### src/rtl/serial_adder_pkg.sv
// Shared definitions for the bit-serial adder.
//   state_e   : controller state, 2-bit encoding (IDLE, RUN, DONE)
//   cnt_width : bit-counter width for a given operand width, never below 1
package serial_adder_pkg;

  typedef enum logic [1:0] {
    IDLE = 2'd0,
    RUN  = 2'd1,
    DONE = 2'd2
  } state_e;

  // $clog2(1) is 0, but the counter needs at least one bit to exist.
  function automatic int cnt_width(input int w);
    int r;
    r = $clog2(w);
    return (r < 1) ? 1 : r;
  endfunction

endpackage

### src/rtl/serial_adder_fulladder.sv
// Single-bit full adder, reused as the arithmetic core of the serial adder.
// Ports:
//   carryIn  in  carry into this bit
//   in1      in  operand A bit
//   in2      in  operand B bit
//   out      out sum bit
//   carryOut out carry out of this bit
module FULLADDER (
  input  logic carryIn,
  input  logic in1,
  input  logic in2,
  output logic out,
  output logic carryOut
);

  assign out      = in1 ^ in2 ^ carryIn;
  assign carryOut = (in1 & in2) | (carryIn & (in1 ^ in2));

endmodule

### src/rtl/serial_adder.sv
// Bit-serial WIDTH-bit adder: one full adder plus a carry flip-flop, one bit
// per clock, LSB first, under a start/busy/done handshake.
// Handshake: start is accepted on a rising edge only while the controller is
// in IDLE or DONE; that edge samples in1/in2/carryIn. busy is high for the
// WIDTH cycles of RUN; done is high for exactly one cycle afterwards, in the
// same cycle that out/carryOut first show the new result. start while busy is
// ignored.
// Ports:
//   clk       in   clock, rising edge
//   reset     in   synchronous active-high reset
//   start     in   operation request
//   in1, in2  in   WIDTH-bit operands
//   carryIn   in   initial carry
//   busy      out  high while adding
//   done      out  one-cycle completion pulse
//   out       out  sum of last completed addition
//   carryOut  out  final carry of last completed addition
module serial_adder
  import serial_adder_pkg::*;
#(
  parameter int WIDTH = 16
) (
  input  logic             clk,
  input  logic             reset,
  input  logic             start,
  input  logic [WIDTH-1:0] in1,
  input  logic [WIDTH-1:0] in2,
  input  logic             carryIn,
  output logic             busy,
  output logic             done,
  output logic [WIDTH-1:0] out,
  output logic             carryOut
);

  localparam int               CNT_W = cnt_width(WIDTH);
  localparam logic [CNT_W-1:0] LAST  = CNT_W'(WIDTH - 1);

  state_e           state_q, state_d;
  // a_q doubles as the sum shift register: each RUN edge consumes a_q[0] and
  // shifts the new sum bit in at the top, so after WIDTH edges it holds the sum.
  logic [WIDTH-1:0] a_q, a_d;
  logic [WIDTH-1:0] b_q, b_d;
  logic             c_q, c_d;
  logic [CNT_W-1:0] cnt_q, cnt_d;
  logic [WIDTH-1:0] out_q, out_d;
  logic             cout_q, cout_d;

  logic             fa_s;
  logic             fa_co;
  logic [WIDTH-1:0] a_shift;

  FULLADDER u_fa (
    .carryIn  (c_q),
    .in1      (a_q[0]),
    .in2      (b_q[0]),
    .out      (fa_s),
    .carryOut (fa_co)
  );

  generate
    if (WIDTH == 1) begin : g_w1
      assign a_shift = fa_s;
    end else begin : g_wn
      assign a_shift = {fa_s, a_q[WIDTH-1:1]};
    end
  endgenerate

  always_comb begin
    state_d = state_q;
    a_d     = a_q;
    b_d     = b_q;
    c_d     = c_q;
    cnt_d   = cnt_q;
    out_d   = out_q;
    cout_d  = cout_q;

    case (state_q)
      IDLE, DONE: begin
        if (start) begin
          a_d     = in1;
          b_d     = in2;
          c_d     = carryIn;
          cnt_d   = '0;
          state_d = RUN;
        end else begin
          state_d = IDLE;
        end
      end
      RUN: begin
        a_d   = a_shift;
        b_d   = b_q >> 1;
        c_d   = fa_co;
        cnt_d = cnt_q + CNT_W'(1);
        // Result registers move only here, so partial sums never reach out.
        if (cnt_q == LAST) begin
          out_d   = a_shift;
          cout_d  = fa_co;
          state_d = DONE;
        end
      end
      default: state_d = IDLE;
    endcase
  end

  always_ff @(posedge clk) begin
    if (reset) begin
      state_q <= IDLE;
      a_q     <= '0;
      b_q     <= '0;
      c_q     <= 1'b0;
      cnt_q   <= '0;
      out_q   <= '0;
      cout_q  <= 1'b0;
    end else begin
      state_q <= state_d;
      a_q     <= a_d;
      b_q     <= b_d;
      c_q     <= c_d;
      cnt_q   <= cnt_d;
      out_q   <= out_d;
      cout_q  <= cout_d;
    end
  end

  assign busy     = (state_q == RUN);
  assign done     = (state_q == DONE);
  assign out      = out_q;
  assign carryOut = cout_q;

endmodule

### config.mk
export PLATFORM = sky130hd
export DESIGN_NAME = serial_adder
export DESIGN_NICKNAME = d
export VERILOG_FILES = /design/src/rtl/serial_adder_pkg.sv /design/src/rtl/serial_adder_fulladder.sv /design/src/rtl/serial_adder.sv
export SDC_FILE = /design/constraint.sdc
export NUM_CORES = 1
export LEC_CHECK = 0
export ABC_AREA = 1
export BUFFER_PORTS_ARGS = -buffer_cell sky130_fd_sc_hd__clkbuf_2
export CAP_MARGIN = 20
export CELL_PAD_IN_SITES_DETAIL_PLACEMENT = 1
export CELL_PAD_IN_SITES_GLOBAL_PLACEMENT = 1
export CORE_ASPECT_RATIO = 1.2
export CORE_MARGIN = 3
export CORE_UTILIZATION = 40
export DETAILED_ROUTE_END_ITERATION = 8
export PLACE_DENSITY = 0.78
export SYNTH_ARGS = -nofsm -noshare
export SYNTH_HDL_FRONTEND = slang
export SYNTH_SLANG_ARGS = --single-unit
### constraint.sdc
create_clock -name clk -period 1.59 [get_ports clk]
set_clock_uncertainty 0.05 [all_clocks]
set_input_delay 0.2385 -clock clk [delete_from_list [all_inputs] [get_ports clk]]
set_output_delay 0.2385 -clock clk [all_outputs]
set_load 0.005 [all_outputs]
==> key figures <==
Finish
  – Layout cells sized above 1: 32.6%
  – Final nets: 454
  – ANT cells: 0
  – Design Area, Final: 3350 um2
  – Final Non-Filler Cells: 504
  – Layout area overhead: 15.4%
  – Sequential cell area: 1120 um2
  – Footprint of the multi-input gates: 1420 um2
  – Post-layout util: 48.3%
  – Fillers: 908

Placement
  – DP Worst Slack: 150 ps
  – RePlAce Congestion: 0.738
  – Placement Cell Area: 3230 um2
  – Total placed cells including tap cells: 496
  – I/O Buffers: 54
  – Placed wire-length estimate: 5.34 mm

Power
  – Proportion of power drawn by combinational gates: 16.4%
  – P_int: 0.00213 W
  – Sw Ratio: 27.6%
  – Worst vdd ir: 0.379 mV
  – Sequential share of power: 52.0%
  – Pwr Density: 878 nW/um2
  – NetSw: 0.000812 W
  – LEAKAGE: 1.50 nW
  – Power share of the clock group: 31.6%

CTS
  – CTS sink cnt: 56
  – Clk pin slew, worst setup/hold paths: 100 ps
  – Clk buf depth: 2
  – Inserted Clock Buffers: 5
  – CTS H-tree depth: 2
  – Clock Latency Late Sink: 310 ps
  – CTS tree: built
  – CTS root buffer: clkbuf_8

Routing
  – Wire length per cell: 14.6 um
  – ANT nets after route: 0
  – Initial drt markers: 77
  – DR pass1 iterations: 4
  – Via density per instance: 5.18
  – Total wire length: 7.34 mm
  – Via count: 2613
  – DRC: 0

Setup path
  – Worst Setup SP: state_q[0]
  – Setup slack, reg-to-reg: 170 ps
  – CP max FO: 12
  – CP endpoint kind: output pin
  – Worst endpoint required time: 1300 ps
  – Startpoint types: register
  – RR Startpoint: cnt_q[0]
  – R2r endpoint: carryOut
  – Slowest-stage cell, CP: dfxtp_2
  – R2R depth: 5
  – Critical path cell sequence: inv_4 -> nor2_4 -> clkbuf_2
  – Critical path class: register to output pin
  – CP arrival: 1230 ps
  – Crit path largest cell delay: 420 ps

Min path
  – HP Start: in2[15]
  – Worst hold path class: input port to register
  – Hold Path Stages: 3
  – Hold path endpoint: b_q[15]

GRT
  – Initial antenna violation count: 0
  – First-pass GRT wire length: 12.4 mm
  – Largest net degree at the start of global routing: 38
  – Vias in the first global route: 2602
  – GRT overflow: 0
  – GR Util All Layers: 18.0%

Synthesis
  – Yosys reg bits: 56
  – Syn avg cell area: 7.86 um2
  – Post-synth cell types: 23
  – Sequential-to-total area share from yosys stat: 38.6%
  – Synth Instances: 369
  – Post-Syn Nets: 407
  – Post-Syn Area: 2900 um2
  – Ys Warns: 0

STA
  – Period Utilization, post-route: 95.3%
  – Final WS setup: 74.8 ps
  – Slew headroom: 73.0%
  – Fmax: 0.660 GHz
  – Minimum clock period: 1520 ps
  – TNS Setup: 0 ps
  – Final hold violation count: 0
  – Setup violators final: 0
  – Slew @ Worst Pin: 404 ps
  – RSZ-0062 raised after global routing: false
  – Pins Over Slew Limit: 0

Floorplanning
  – Ports: 55
  – Initial core utilization: 41.8%
  – Die Span Y: 99.3 um
  – Core area: 6940 um2
  – Core Rows: 33
  – Die area: 8320 um2
  – Die X: 83.8 um

Job
  – Max-cap violations: 0

Status
  – Status: finished, final reports clean
## layout by cell type (no fill, tap or decap)
master / count
o21a_1: 1
buf_4: 13
nor2_1: 4
inv_1: 28
nand3_1: 110
a21oi_2: 21
clkbuf_8: 5
o21ai_0: 2
buf_12: 4
nor2_4: 2
bufinv_16: 1
nand2_1: 57
inv_2: 2
clkinv_1: 6
clkbuf_1: 1
clkbuf_2: 54
dfxtp_2: 2
dfxtp_1: 54
inv_4: 1
nand2_4: 3
nand3_2: 27
a21oi_1: 16
clkinv_2: 1
fa_1: 1
ha_1: 1
## stage by stage
step / power, W / hold WS (ps)
3_5_place_dp: 0.00205 / 412
6_report: 0.00294 / 125
3_3_place_gp: 0.00203 / 405
2_1_floorplan: 0.00191 / 354
5_1_grt: 0.00308 / 151
4_1_cts: 0.00296 / 117
## registers in the layout, indices dropped and copies added, names as in the netlist
signal and flops:
a_q 16, b_q 16, out 16, cnt_q 4, state_q 2, c_q 1, carryOut 1
## area by class of cell
cell class	count	share of cell area, %
Tap cell	87	3.25
Sequential cell	56	33.5
Inverter	37	4.22
Timing Repair Buffer	71	13.4
Multi-Input combinational cell	245	42.4
Clock inverter	2	1.05
Clock buffer	6	2.17
## how the worst max path moves through the flow
stage / to
floorplan: out[10]
CTS: done
detailed placement: carryOut
finish: busy
global route: busy
global placement: out[12]
## critical path: cells and delay by family, from the launching register on
kind / cells / cell delay, ps
flip-flops: 1 / 420
AND/OR/NAND/NOR: 1 / 220
buffers and inverters: 2 / 270
## logic make-up after synthesis
logic type	synth area share [%]
simple gates	38.1
buf+inv	12.4
flops	38.6
compound gates	9.70
fa+ha+maj	1.12
## synthesized netlist by cell type
cell type / n / area, um2
inv_4: 1 / 6.26
o21a_1: 1 / 7.51
fa_1: 1 / 20.0
nor2_1: 4 / 15.0
clkbuf_1: 2 / 7.51
buf_2: 16 / 80.1
nand3_1: 110 / 551
ha_1: 1 / 12.5
o21ai_0: 2 / 10.0
buf_8: 3 / 45.0
nand2_4: 3 / 33.8
buf_4: 1 / 7.51
nor2_4: 2 / 22.5
a21oi_2: 21 / 184
buf_1: 3 / 11.3
inv_2: 2 / 7.51
buf_6: 6 / 67.6
nand3_2: 27 / 270
a21oi_1: 16 / 80.1
clkinv_1: 6 / 22.5
inv_1: 28 / 105
dfxtp_1: 56 / 1120
nand2_1: 57 / 214
## layer usage
| layer | global-route usage (%) | wire, um |
|---|---|---|
| met5 | 0 | 0 |
| met4 | 4.46 | 55 |
| met2 | 32.9 | 3740 |
| met3 | 2.98 | 247 |
| met1 | 22.1 | 3290 |
## power by group through the flow
stage	Sequential [W]	Combinational, W	Clock (W)
6_report	0.00153	0.000482	0.000931
5_1_grt	0.00154	0.000538	0.000997
4_1_cts	0.00153	0.000487	0.000948
3_5_place_dp	0.00156	0.000484	0
3_3_place_gp	0.00156	0.000468	0
2_1_floorplan	0.00154	0.000364	0
## repair_timing
item | 4_1_cts | 5_1_grt
cloned | 0 | 0
hold buffers | 0 | 0
endpoints found under the setup margin | 2 | 1
setup buffers | 0 | 0
gates resized for setup | 2 | 3
No activity file was read; power rests on OpenSTA's default activity.
